$ cat config.mk
export PLATFORM = sky130hd
export DESIGN_NAME = shr_load_seq
export DESIGN_NICKNAME = d
export VERILOG_FILES = /design/src/rtl/shr_pkg.sv /design/src/rtl/shr_bit_cnt.sv /design/src/rtl/shr_load_seq.sv
export SDC_FILE = /design/constraint.sdc
export NUM_CORES = 1
export LEC_CHECK = 0
export CAP_MARGIN = 20
export CORE_MARGIN = 4
export CORE_UTILIZATION = 50
export CTS_BUF_LIST = sky130_fd_sc_hd__clkbuf_8
export CTS_CLUSTER_SIZE = 30
export DETAILED_ROUTE_END_ITERATION = 7
export PLACE_DENSITY = 0.89
export SETUP_SLACK_MARGIN = 0.2
export SYNTH_ARGS = -nofsm -noshare
export SYNTH_HDL_FRONTEND = slang
export SYNTH_SLANG_ARGS = --single-unit
$ cat constraint.sdc
create_clock -name clk -period 2.17 [get_ports clk]
set_clock_uncertainty 0.15 [all_clocks]
set_input_delay 0.3255 -clock clk [delete_from_list [all_inputs] [get_ports clk]]
set_output_delay 0.3255 -clock clk [all_outputs]
set_load 0.02 [all_outputs]
$ cat src/rtl/shr_pkg.sv
// Opcode constants and sequencer state encoding shared by the shift-register
// datapath and everything that drives its opcode.
package shr_pkg;

  localparam logic [1:0] OPR_SHIFT = 2'd0;
  localparam logic [1:0] OPR_HOLD  = 2'd1;
  localparam logic [1:0] OPR_CLR   = 2'd2;

  typedef enum logic [1:0] {
    IDLE  = 2'd0,
    CLR   = 2'd1,
    SHIFT = 2'd2,
    FIN   = 2'd3
  } state_t;

endpackage

$ cat src/rtl/shr_bit_cnt.sv
// Shift-cycle counter: synchronous clear, enable, saturates at N-1 (terminal count).
// Registered count, tc decoded combinationally from it; no handshake.
module shr_bit_cnt #(
  parameter int N  = 4,
  parameter int CW = $clog2(N)
) (
  input  logic          clk,
  input  logic          rst,
  input  logic          clr_i,
  input  logic          en_i,
  output logic [CW-1:0] cnt_o,
  output logic          tc_o
);

  logic [CW-1:0] cnt_q;

  assign tc_o  = (cnt_q == CW'(N - 1));
  assign cnt_o = cnt_q;

  // Holding at terminal count keeps the counter from wrapping inside a command.
  always_ff @(posedge clk or posedge rst) begin
    if (rst) begin
      cnt_q <= '0;
    end else if (clr_i) begin
      cnt_q <= '0;
    end else if (en_i && !tc_o) begin
      cnt_q <= cnt_q + 1'b1;
    end
  end

endmodule

$ cat src/rtl/shr_load_seq.sv
// Converts load/clear commands into shift-register opcodes; load done N+1 cycles after accept.
// cmd_ready only in IDLE. SHR_LOAD_SEQ_PRECLR_EN inserts a clear cycle before every load.
module shr_load_seq
  import shr_pkg::*;
#(
  parameter int N = 4
) (
  input  logic         clk,
  input  logic         rst,
  input  logic         cmd_valid,
  output logic         cmd_ready,
  input  logic         cmd_clr,
  input  logic [N-1:0] cmd_data,
  output logic [1:0]   opr,
  output logic         r,
  output logic         busy,
  output logic         done
);

  localparam int CW = $clog2(N);

  state_t        state_q, state_d;
  logic [1:0]    opr_q, opr_d;
  logic          r_q, r_d;
  logic          busy_q, busy_d;
  logic          done_q, done_d;
  logic [N-1:0]  word_q, word_d;
  logic [CW-1:0] cnt;
  logic [CW-1:0] cnt_inc;
  logic          tc;
  logic          accept;
  logic          cnt_clr;
  logic          cnt_en;
  logic          go_shift;

  shr_bit_cnt #(.N(N), .CW(CW)) u_bit_cnt (
    .clk   (clk),
    .rst   (rst),
    .clr_i (cnt_clr),
    .en_i  (cnt_en),
    .cnt_o (cnt),
    .tc_o  (tc)
  );

  assign cmd_ready = (state_q == IDLE);
  assign accept    = cmd_valid & cmd_ready;
  assign cnt_inc   = cnt + 1'b1;

`ifdef SHR_LOAD_SEQ_PRECLR_EN
  // Remembers whether the CLR cycle belongs to a load (continue into SHIFT).
  logic load_q, load_d;
  assign go_shift = load_q;

  always_ff @(posedge clk or posedge rst) begin
    if (rst) begin
      load_q <= 1'b0;
    end else begin
      load_q <= load_d;
    end
  end

  always_comb begin
    load_d = load_q;
    if (accept) begin
      load_d = ~cmd_clr;
    end
  end
`else
  assign go_shift = 1'b0;
`endif

  always_comb begin
    state_d = state_q;
    opr_d   = opr_q;
    r_d     = r_q;
    busy_d  = busy_q;
    done_d  = 1'b0;
    word_d  = word_q;
    cnt_clr = 1'b0;
    cnt_en  = 1'b0;
    case (state_q)
      IDLE: begin
        opr_d  = OPR_HOLD;
        r_d    = 1'b0;
        busy_d = 1'b0;
        if (accept) begin
          busy_d  = 1'b1;
          cnt_clr = 1'b1;
          if (cmd_clr) begin
            state_d = CLR;
            opr_d   = OPR_CLR;
          end else begin
            word_d = cmd_data;
`ifdef SHR_LOAD_SEQ_PRECLR_EN
            state_d = CLR;
            opr_d   = OPR_CLR;
`else
            state_d = SHIFT;
            opr_d   = OPR_SHIFT;
            r_d     = cmd_data[0];
`endif
          end
        end
      end
      CLR: begin
        if (go_shift) begin
          state_d = SHIFT;
          opr_d   = OPR_SHIFT;
          r_d     = word_q[0];
        end else begin
          state_d = FIN;
          opr_d   = OPR_HOLD;
          r_d     = 1'b0;
          done_d  = 1'b1;
        end
      end
      SHIFT: begin
        // r already presents word[cnt]; line up the next bit for the following cycle.
        cnt_en = 1'b1;
        if (tc) begin
          state_d = FIN;
          opr_d   = OPR_HOLD;
          r_d     = 1'b0;
          done_d  = 1'b1;
        end else begin
          r_d = word_q[cnt_inc];
        end
      end
      FIN: begin
        state_d = IDLE;
        opr_d   = OPR_HOLD;
        r_d     = 1'b0;
        busy_d  = 1'b0;
      end
      default: begin
        state_d = IDLE;
        opr_d   = OPR_HOLD;
        r_d     = 1'b0;
        busy_d  = 1'b0;
      end
    endcase
  end

  always_ff @(posedge clk or posedge rst) begin
    if (rst) begin
      state_q <= IDLE;
      opr_q   <= OPR_HOLD;
      r_q     <= 1'b0;
      busy_q  <= 1'b0;
      done_q  <= 1'b0;
      word_q  <= '0;
    end else begin
      state_q <= state_d;
      opr_q   <= opr_d;
      r_q     <= r_d;
      busy_q  <= busy_d;
      done_q  <= done_d;
      word_q  <= word_d;
    end
  end

  assign opr  = opr_q;
  assign r    = r_q;
  assign busy = busy_q;
  assign done = done_q;

endmodule

Word level (Yosys, flattened, before mapping):

Index checks and enable logic that the tools add are counted.

* output and inout bits: 6
* word-level logic and storage cells: 47
* flip-flop bits (word level): 13

* equality and inequality tests: 6
* order comparisons: 1
* multiplexer cells: 22
* reductions and logical operators: 8
* bitwise operators: 2
* add/subtract/negate cells: 1

Operators with widths (number)
* 2-bit 2-to-1 mux: 8
* 1-bit 2-to-1 mux: 8
* 2-bit one-hot mux with 4 select lines: 1
* 2-bit == test, second input constant: 3
* 2-bit one-hot mux with 3 select lines: 1
* 2-bit by 1-bit != test with 1-bit output, second input constant: 2
* 1-bit one-hot mux with 2 select lines: 2
* 2-bit nonzero test: 2
* 2-bit by 3-bit less-than comparator with 1-bit output, second input constant: 1
* 1-bit one-hot mux with 3 select lines: 1
* 3-bit AND reduction: 1
* 2-bit by 1-bit adder with 2-bit output, second input constant: 1
* 1-bit binary-select mux with 2-bit select: 1
* 2-bit by 1-bit == test with 1-bit output, second input constant: 1
* 2-bit logical NOT: 1
* 2-bit AND reduction: 1
* 2-bit OR reduction: 1
* 1-bit AND: 1
* 1-bit logical AND: 1
* 1-bit logical NOT: 1
* 1-bit inverter: 1

Longest topological paths before layout:

Gate-level depths: netlist of the first run.

* depth in word-level cells: 5
* gate-level depth with buffers: 5
* mapped depth without buffers: 5

Cells and area by module:

From an unflattened synthesis of the first run, not the netlist that was laid out.

* cell total of the unflattened synthesis: 58
* area total of the unflattened synthesis: 679.4 µm²

Modules (own cells, without submodules)
* shr_load_seq: times used 1, area an instance 551.8 µm², cells an instance 47
* shr_bit_cnt: times used 1, area an instance 127.6 µm², cells an instance 11

Worst setup path after synthesis of the first run:

OpenSTA, ideal clock, no wires.

* path kind: flip-flop to flip-flop
* from: reg state_q[0]
* to: reg word_q[0]
* buffers on the path: 0
* data arrival time: 1.482 ns
* path slack: 0.413 ns
* cell stages (with the launch flop): 6
* clock period less this slack: 1.757 ns
* cells stage by stage: dfrtp_1 -> inv_1 -> ha_1 -> nand2_1 -> nor2_4 -> mux2_2

* cells in the longest elaborated chain, start to end: 3

RTL lines
* from (decl): line shr_load_seq.sv:22 `state_t state_q, state_d;`
* from (signal assigned): line shr_load_seq.sv:153 `state_q <= state_d;`
* 2-bit logical NOT *: line shr_load_seq.sv:45 `assign cmd_ready = (state_q == IDLE);`
* via cmd_ready: line shr_load_seq.sv:11 `output logic cmd_ready,`
* 1-bit AND: line shr_load_seq.sv:46 `assign accept = cmd_valid & cmd_ready;`
* 3-bit AND reduction (no source line) *
* to (signal assigned): line shr_load_seq.sv:158 `word_q <= word_d;`
* to (decl): line shr_load_seq.sv:27 `logic [N-1:0] word_q, word_d;`

The timed path passes the listed nets; every way through them passes the cells marked *.
A chain may end at the register's enable or synchronous reset.

Worst setup path after layout of the first run:

* from: reg state_q[0]
* to: out cmd_ready

* cells in the longest elaborated chain, start to end: 1

RTL lines (line)
* 2-bit logical NOT: shr_load_seq.sv:45
* to (decl): shr_load_seq.sv:11

No other way between the ends.

==> results of run 1 <==
-- kinds of logic after synthesis --
| family | synth area share [%] |
|---|---|
| and+or+nand+nor | 8.30 |
| DFF | 50.4 |
| AOI/OAI and AO/OA | 10.2 |
| buffers and inverters | 2.90 |
| adders and majority gates | 11.6 |
| xor gates and xnor gates | 1.35 |
| muxes | 15.3 |
-- through the flow --
step | setup WS [ns] | power, W
2_1_floorplan | 0.413 | 0.000849
3_3_place_gp | 0.324 | 0.000998
3_5_place_dp | 0.270 | 0.00103
4_1_cts | 0.288 | 0.00124
5_1_grt | 0.220 | 0.00133
6_report | 0.290 | 0.00123
-- Yosys cell counts, drive strengths merged --
master / n
nor2: 5
mux2: 5
a21oi: 5
o21ai: 2
a32o: 2
nand2b: 1
o31ai: 1
mux2i: 2
dfstp: 1
nand2: 3
xnor2: 1
inv: 5
ha: 6
and2b: 1
dfrtp: 12
mux4: 1
-- worst max-delay path by stage --
stage / to / slack, ns / cells past startpoint
after detailed placement: cmd_ready / 0.27 / 3
after CTS: cmd_ready / 0.29 / 3
after global routing: cmd_ready / 0.22 / 3
after global placement: cmd_ready / 0.32 / 3
after floorplan: word_q[0]$_DFFE_PP0P_ / 0.41 / 5
final: cmd_ready / 0.29 / 3
-- power groups by stage --
stage               clock [W]  sequential [W]  combinational [W]
global route         0.000232        0.000429           0.000673
finish               0.000208        0.000416           0.000604
detailed placement          0        0.000418           0.000608
floorplan                   0        0.000434           0.000415
CTS                  0.000216        0.000414           0.000608
global placement            0        0.000409           0.000588
-- critical path, delay by kind of cell (launching register included) --
| family | cells | cell delay (ns) |
|---|---|---|
| buffers and inverters | 2 | 0.49 |
| adders and majority gates | 1 | 0.26 |
| DFF | 1 | 0.41 |
-- registers in the layout (all words and copies together), names as in the netlist --
register         flops
busy                 1
done                 1
opr                  2
r                    1
state_q              2
u_bit_cnt.cnt_o      2
word_q               4
-- cells in the final DEF (no fill, tap or decap), drive strengths merged --
| master | count |
|---|---|
| o31ai | 1 |
| a32o | 2 |
| clkdlybuf4s50 | 12 |
| inv | 6 |
| nand2b | 1 |
| mux2 | 5 |
| a21oi | 5 |
| dlygate4sd2 | 1 |
| mux2i | 2 |
| ha | 6 |
| nor2 | 5 |
| dfrtp | 12 |
| o21ai | 2 |
| xnor2 | 1 |
| mux4 | 1 |
| nand2 | 3 |
| dfstp | 1 |
| and2b | 1 |
| clkbuf | 3 |
-- layer usage --
metal  global-route usage [%]  vias up  routed length [µm]
met1                     16.8      211                 492
met2                     24.1       14                 560
met3                     5.39        4                  80
li1                         -      217                   -
met4                     9.04        0                  25
met5                        0        -                   0
-- timing repair --
item                                    in CTS  in global routing
endpoints found under the setup margin       1                  0
gates resized for setup                      1                  0
endpoints found under the hold margin        0                  0
-- cell type report --
cell class                 count  area [µm²]
multi-input combinational     35         303
tap                           14        17.5
sequential                    13         327
timing repair buffer          13         129
fill                          73         317
inverter                       5        18.8
clock buffer                   3        41.3
clock inverter                 1        3.75
==> results.py, run 1 <==
metrics = {
    "global_routing": {
        "grt_pass1_wl_um": 2040,
        "grt.overflow.total": 0,
        "antenna_found_initial": 0,
        "grt_max_degree": 14,
        "track_usage_pct": 15.0,
        "grt_pass1_vias": 459,
    },
    "min_path": {
        "hold_class": "in -> async",
    },
    "cells_and_area": {
        "drive_above_1_share_pct": 18.6,
        "finalNonFillerCells": 84,
        "insertedDiodeCount": 0,
        "final_cell_area_um2": 840,
        "syn_to_final_growth_pct": 29.5,
        "fin_nets": 85,
        "fin_util_pct": 72.6,
    },
    "power_and_ir_drop": {
        "p_per_area_mw_per_mm2": 1460,
        "power_frac_seq_pct": 33.9,
        "p_leak_nw": 0.389,
        "clkPwrFrac_pct": 17.0,
        "power.net_switching_w": 0.000452,
        "vdd_drop_max_mv": 0.881,
        "comb_power_share_pct": 49.2,
        "netSwitchingFraction_pct": 36.8,
        "p_int_w": 0.000777,
    },
    "die": {
        "coreArea_mm2": 0.00116,
        "start_util_pct": 56.1,
        "ios": 14,
        "dieArea_mm2": 0.00194,
        "die_x_um": 44.0,
        "die_y_um": 44.0,
        "rows": 12,
    },
    "routing": {
        "drt.antenna.violating_nets": 0,
        "via_count": 446,
        "drt-total-wl_um": 1160,
        "routed_via_density": 5.31,
        "dr.pass1.iters": 4,
        "drc": 0,
        "wl_per_cell_um": 13.8,
        "drt_iter0_markers": 4,
    },
    "logic_synthesis": {
        "yosys-top-cells-area": "dfrtp_1 (46%), ha_1 (12%), mux2_2 (8.7%)",
        "synth_nets": 67,
        "syn_inst": 53,
        "ys_types": 18,
        "ys_ff_latch": 13,
        "syn_avg_cell_area_um2": 12.2,
        "netlist_area_um2": 648,
        "yosysTopAreaCellShare_pct": 46.3,
        "synth_top_cell_by_area": "dfrtp_1",
        "yosysWarnings": 0,
        "ys_seq_area_share_pct": 50.4,
    },
    "timing": {
        "finalSetupViolations": 0,
        "fin_crit_sh_pct": 86.6,
        "whs_ns": 0.247,
        "tightestPinTransition_ns": 0.479,
        "max_slew_margin_pct": 68.1,
        "drv_slew": 0,
        "fmax_mhz": 532,
        "rsz0062_at_grt": "no",
        "hold_viol": 0,
        "period_needed_ns": 1.88,
        "tns_ns": 0,
    },
    "clock_tree": {
        "clock_latency_ns": 0.24,
        "cts_setup_buffers": 0,
        "cts_hold_buf": 0,
        "clockBufferDepth": 2,
        "cts_max_level": 1,
        "clk_pin_slew_ns": 0.05,
        "cts_root_buf": "clkbuf_8",
        "clock-sinks": 13,
        "cts_tree": "yes",
        "cts_buffers": 3,
    },
    "critical_path": {
        "r2r_slack_ns": 0.40,
        "cp_max_fo": 5,
        "worst_setup_path_start_kind": "register",
        "cpPeakStageDelay_ns": 0.41,
        "crit_type": "reg -> out",
        "cp_slowest_cell": "dfrtp_1",
        "worstPathRequired_ns": 1.69,
        "critPathLaunch": "state_q[0]$_DFFE_PP0P_",
        "r2r-end": "word_q[1]$_DFFE_PP0P_",
        "crit_chain": "inv_1 > ha_1 > dlygate4sd2_1",
        "r2r_cells": 5,
        "cp-end-kind": "output pin",
        "r2r_start": "state_q[0]$_DFFE_PP0P_",
        "arrival_ns": 1.40,
    },
    "flow_run": {
        "cap_violations": 0,
    },
    "placed_design": {
        "place_congestion": 0.719,
        "dpl.cell_count": 80,
        "port_buffers": 13,
        "place_area_um2": 796,
        "dp.final_hpwl_um": 885,
    },
    "run_status": {
        "status": "completed",
    },
}
Note: power is estimated with default switching activity, not from simulation.
==> run 2: changes to the inputs <==
- CORE_UTILIZATION: 50 -> 45
- PLACE_DENSITY: 0.89 -> 0.82
==> run 2 against run 1 <==
Compared with the run above: cell count rose by 1.2%; total power is 1.4% lower; setup slack improved by 0.0040 ns; sequential power shrank 1%; non-clock buffer count did not move; largest cell class unchanged.
==> results.py, run 2 (synthesized netlist as in run 1, its figures left out) <==
metrics = {
    "cells_and_area": {
        "drive_above_1_share_pct": 18.6,
        "largest_reg_flops": 4,
        "fin_nets": 85,
        "largest_register": "word_q",
        "finalNonFillerCells": 85,
        "syn_to_final_growth_pct": 29.7,
        "final_cell_area_um2": 841,
        "fill_cells": 107,
        "insertedDiodeCount": 0,
        "layout_common_cells": "dfrtp_1 (12), clkdlybuf4s50_1 (12), inv_1 (6), ha_1 (6), mux2_2 (5)",
    },
    "placed_design": {
        "port_buffers": 13,
        "place_area_um2": 797,
        "dp.final_hpwl_um": 857,
        "dpl.cell_count": 81,
        "place_congestion": 0.716,
    },
    "clock_tree": {
        "clock-sinks": 13,
        "cts_root_buf": "clkbuf_8",
        "cts_setup_buffers": 0,
        "clockBufferDepth": 2,
        "clk_pin_slew_ns": 0.05,
        "cts_tree": "yes",
        "clock_latency_ns": 0.24,
        "cts_max_level": 1,
        "cts_buffers": 3,
    },
    "critical_path": {
        "cp_slowest_cell": "dfrtp_1",
        "cp_top_family": "buffers and inverters",
        "worst-path-stages": 3,
        "worst-path-buf-inv": 2,
        "r2r_cells": 5,
        "cpPeakStageDelay_ns": 0.40,
        "crit_type": "reg -> out",
        "worstPathRequired_ns": 1.69,
        "worst_setup_path_start_kind": "register",
        "arrival_ns": 1.40,
        "crit_chain": "inv_1 > ha_1 > dlygate4sd2_1",
        "cp_max_fo": 5,
        "cp-end-kind": "output pin",
    },
    "routing": {
        "via_count": 427,
        "dr.pass1.iters": 3,
        "wl_per_cell_um": 12.7,
        "drt_iter0_markers": 7,
        "routed_via_density": 5.02,
        "drt.antenna.violating_nets": 0,
        "drt-total-wl_um": 1080,
        "drc": 0,
    },
    "timing": {
        "max_slew_margin_pct": 68.3,
        "rsz0062_at_grt": "no",
        "finalSetupViolations": 0,
        "period_needed_ns": 1.88,
        "fmax_mhz": 533,
        "tightestPinTransition_ns": 0.475,
        "drv_slew": 0,
        "tns_ns": 0,
        "fin_crit_sh_pct": 86.4,
        "hold_viol": 0,
    },
    "die": {
        "coreArea_mm2": 0.00133,
        "dieArea_mm2": 0.00211,
        "ios": 14,
        "rows": 13,
        "start_util_pct": 48.6,
        "die_y_um": 46.0,
        "die_x_um": 46.0,
    },
    "power_and_ir_drop": {
        "p_leak_nw": 0.389,
        "p_per_area_mw_per_mm2": 1440,
        "vdd_drop_max_mv": 0.884,
    },
    "global_routing": {
        "grt_max_degree": 14,
        "grt_pass1_wl_um": 1770,
        "track_usage_pct": 12.4,
        "antenna_found_initial": 0,
        "grt.overflow.total": 0,
        "grt_pass1_vias": 424,
    },
    "run_status": {
        "status": "completed",
    },
    "min_path": {
        "hold_class": "in -> async",
    },
    "flow_run": {
        "cap_violations": 0,
    },
}
run 2: cell counts in the layout (fill, tap and decap cells not counted):
No cell type changed its count.
run 2: power by group:
part	switching (W)	leakage, nW	internal, W
Combinational	0.000292	0.200	0.000300
Sequential	0.0000596	0.161	0.000350
Clock	0.0000843	0.0269	0.000125
Total	0.000436	0.389	0.000775
run 2: worst register-to-register path: stages, from the launching register on:
cell     delay (ns)
dfrtp_1        0.40
inv_1          0.13
ha_1           0.27
nand2_1        0.16
nor2_4         0.17
mux2_2         0.36
run 2: cell type report:
cell class	count	area (µm²)	area share [%]
Clock buffer	3	41.3	4.91
Clock inverter	1	3.75	0.446
Multi-Input combinational cell	35	303	36.0
Sequential cell	13	327	38.8
Inverter	5	18.8	2.23
Tap cell	15	18.8	2.23
Timing Repair Buffer	13	129	15.3
run 2: repair_timing:
item,4_1_cts,5_1_grt
resized for setup,1,0
setup endpoints to repair,1,0
hold buffers,0,0
run 2: layer usage:
metal,global-route usage [%],part of all wire [%]
met1,14.7,45
met2,18.1,48
met3,5.14,4.6
met4,8.52,1.6
met5,0,0
run 2: worst paths after layout:
kind,from,to,slack [ns]
worst min-delay path,rst,word_q[1]$_DFFE_PP0P_,0.25
worst min register to register,busy$_DFFE_PP0P_,busy$_DFFE_PP0P_,0.34
min in group clk,busy$_DFFE_PP0P_,busy$_DFFE_PP0P_,0.34
max in group asynchronous,rst,opr[0]$_DFFE_PP1P_,1.28
worst max-delay path,state_q[0]$_DFFE_PP0P_,cmd_ready,0.29
worst max register to register,state_q[0]$_DFFE_PP0P_,word_q[1]$_DFFE_PP0P_,0.42
run 2: per-stage QoR:
stage | worst slack (ns) | total power (W) | hold slack [ns] | utilization [%]
after floorplan | 0.413 | 0.000849 | 0.0517 | -
after global placement | 0.317 | 0.00101 | 0.321 | 59.8
after detailed placement | 0.269 | 0.00102 | 0.334 | 59.8
after CTS | 0.275 | 0.00123 | 0.256 | 63.0
after global routing | 0.213 | 0.00132 | 0.279 | 63.0
final | 0.294 | 0.00121 | 0.246 | 63.0
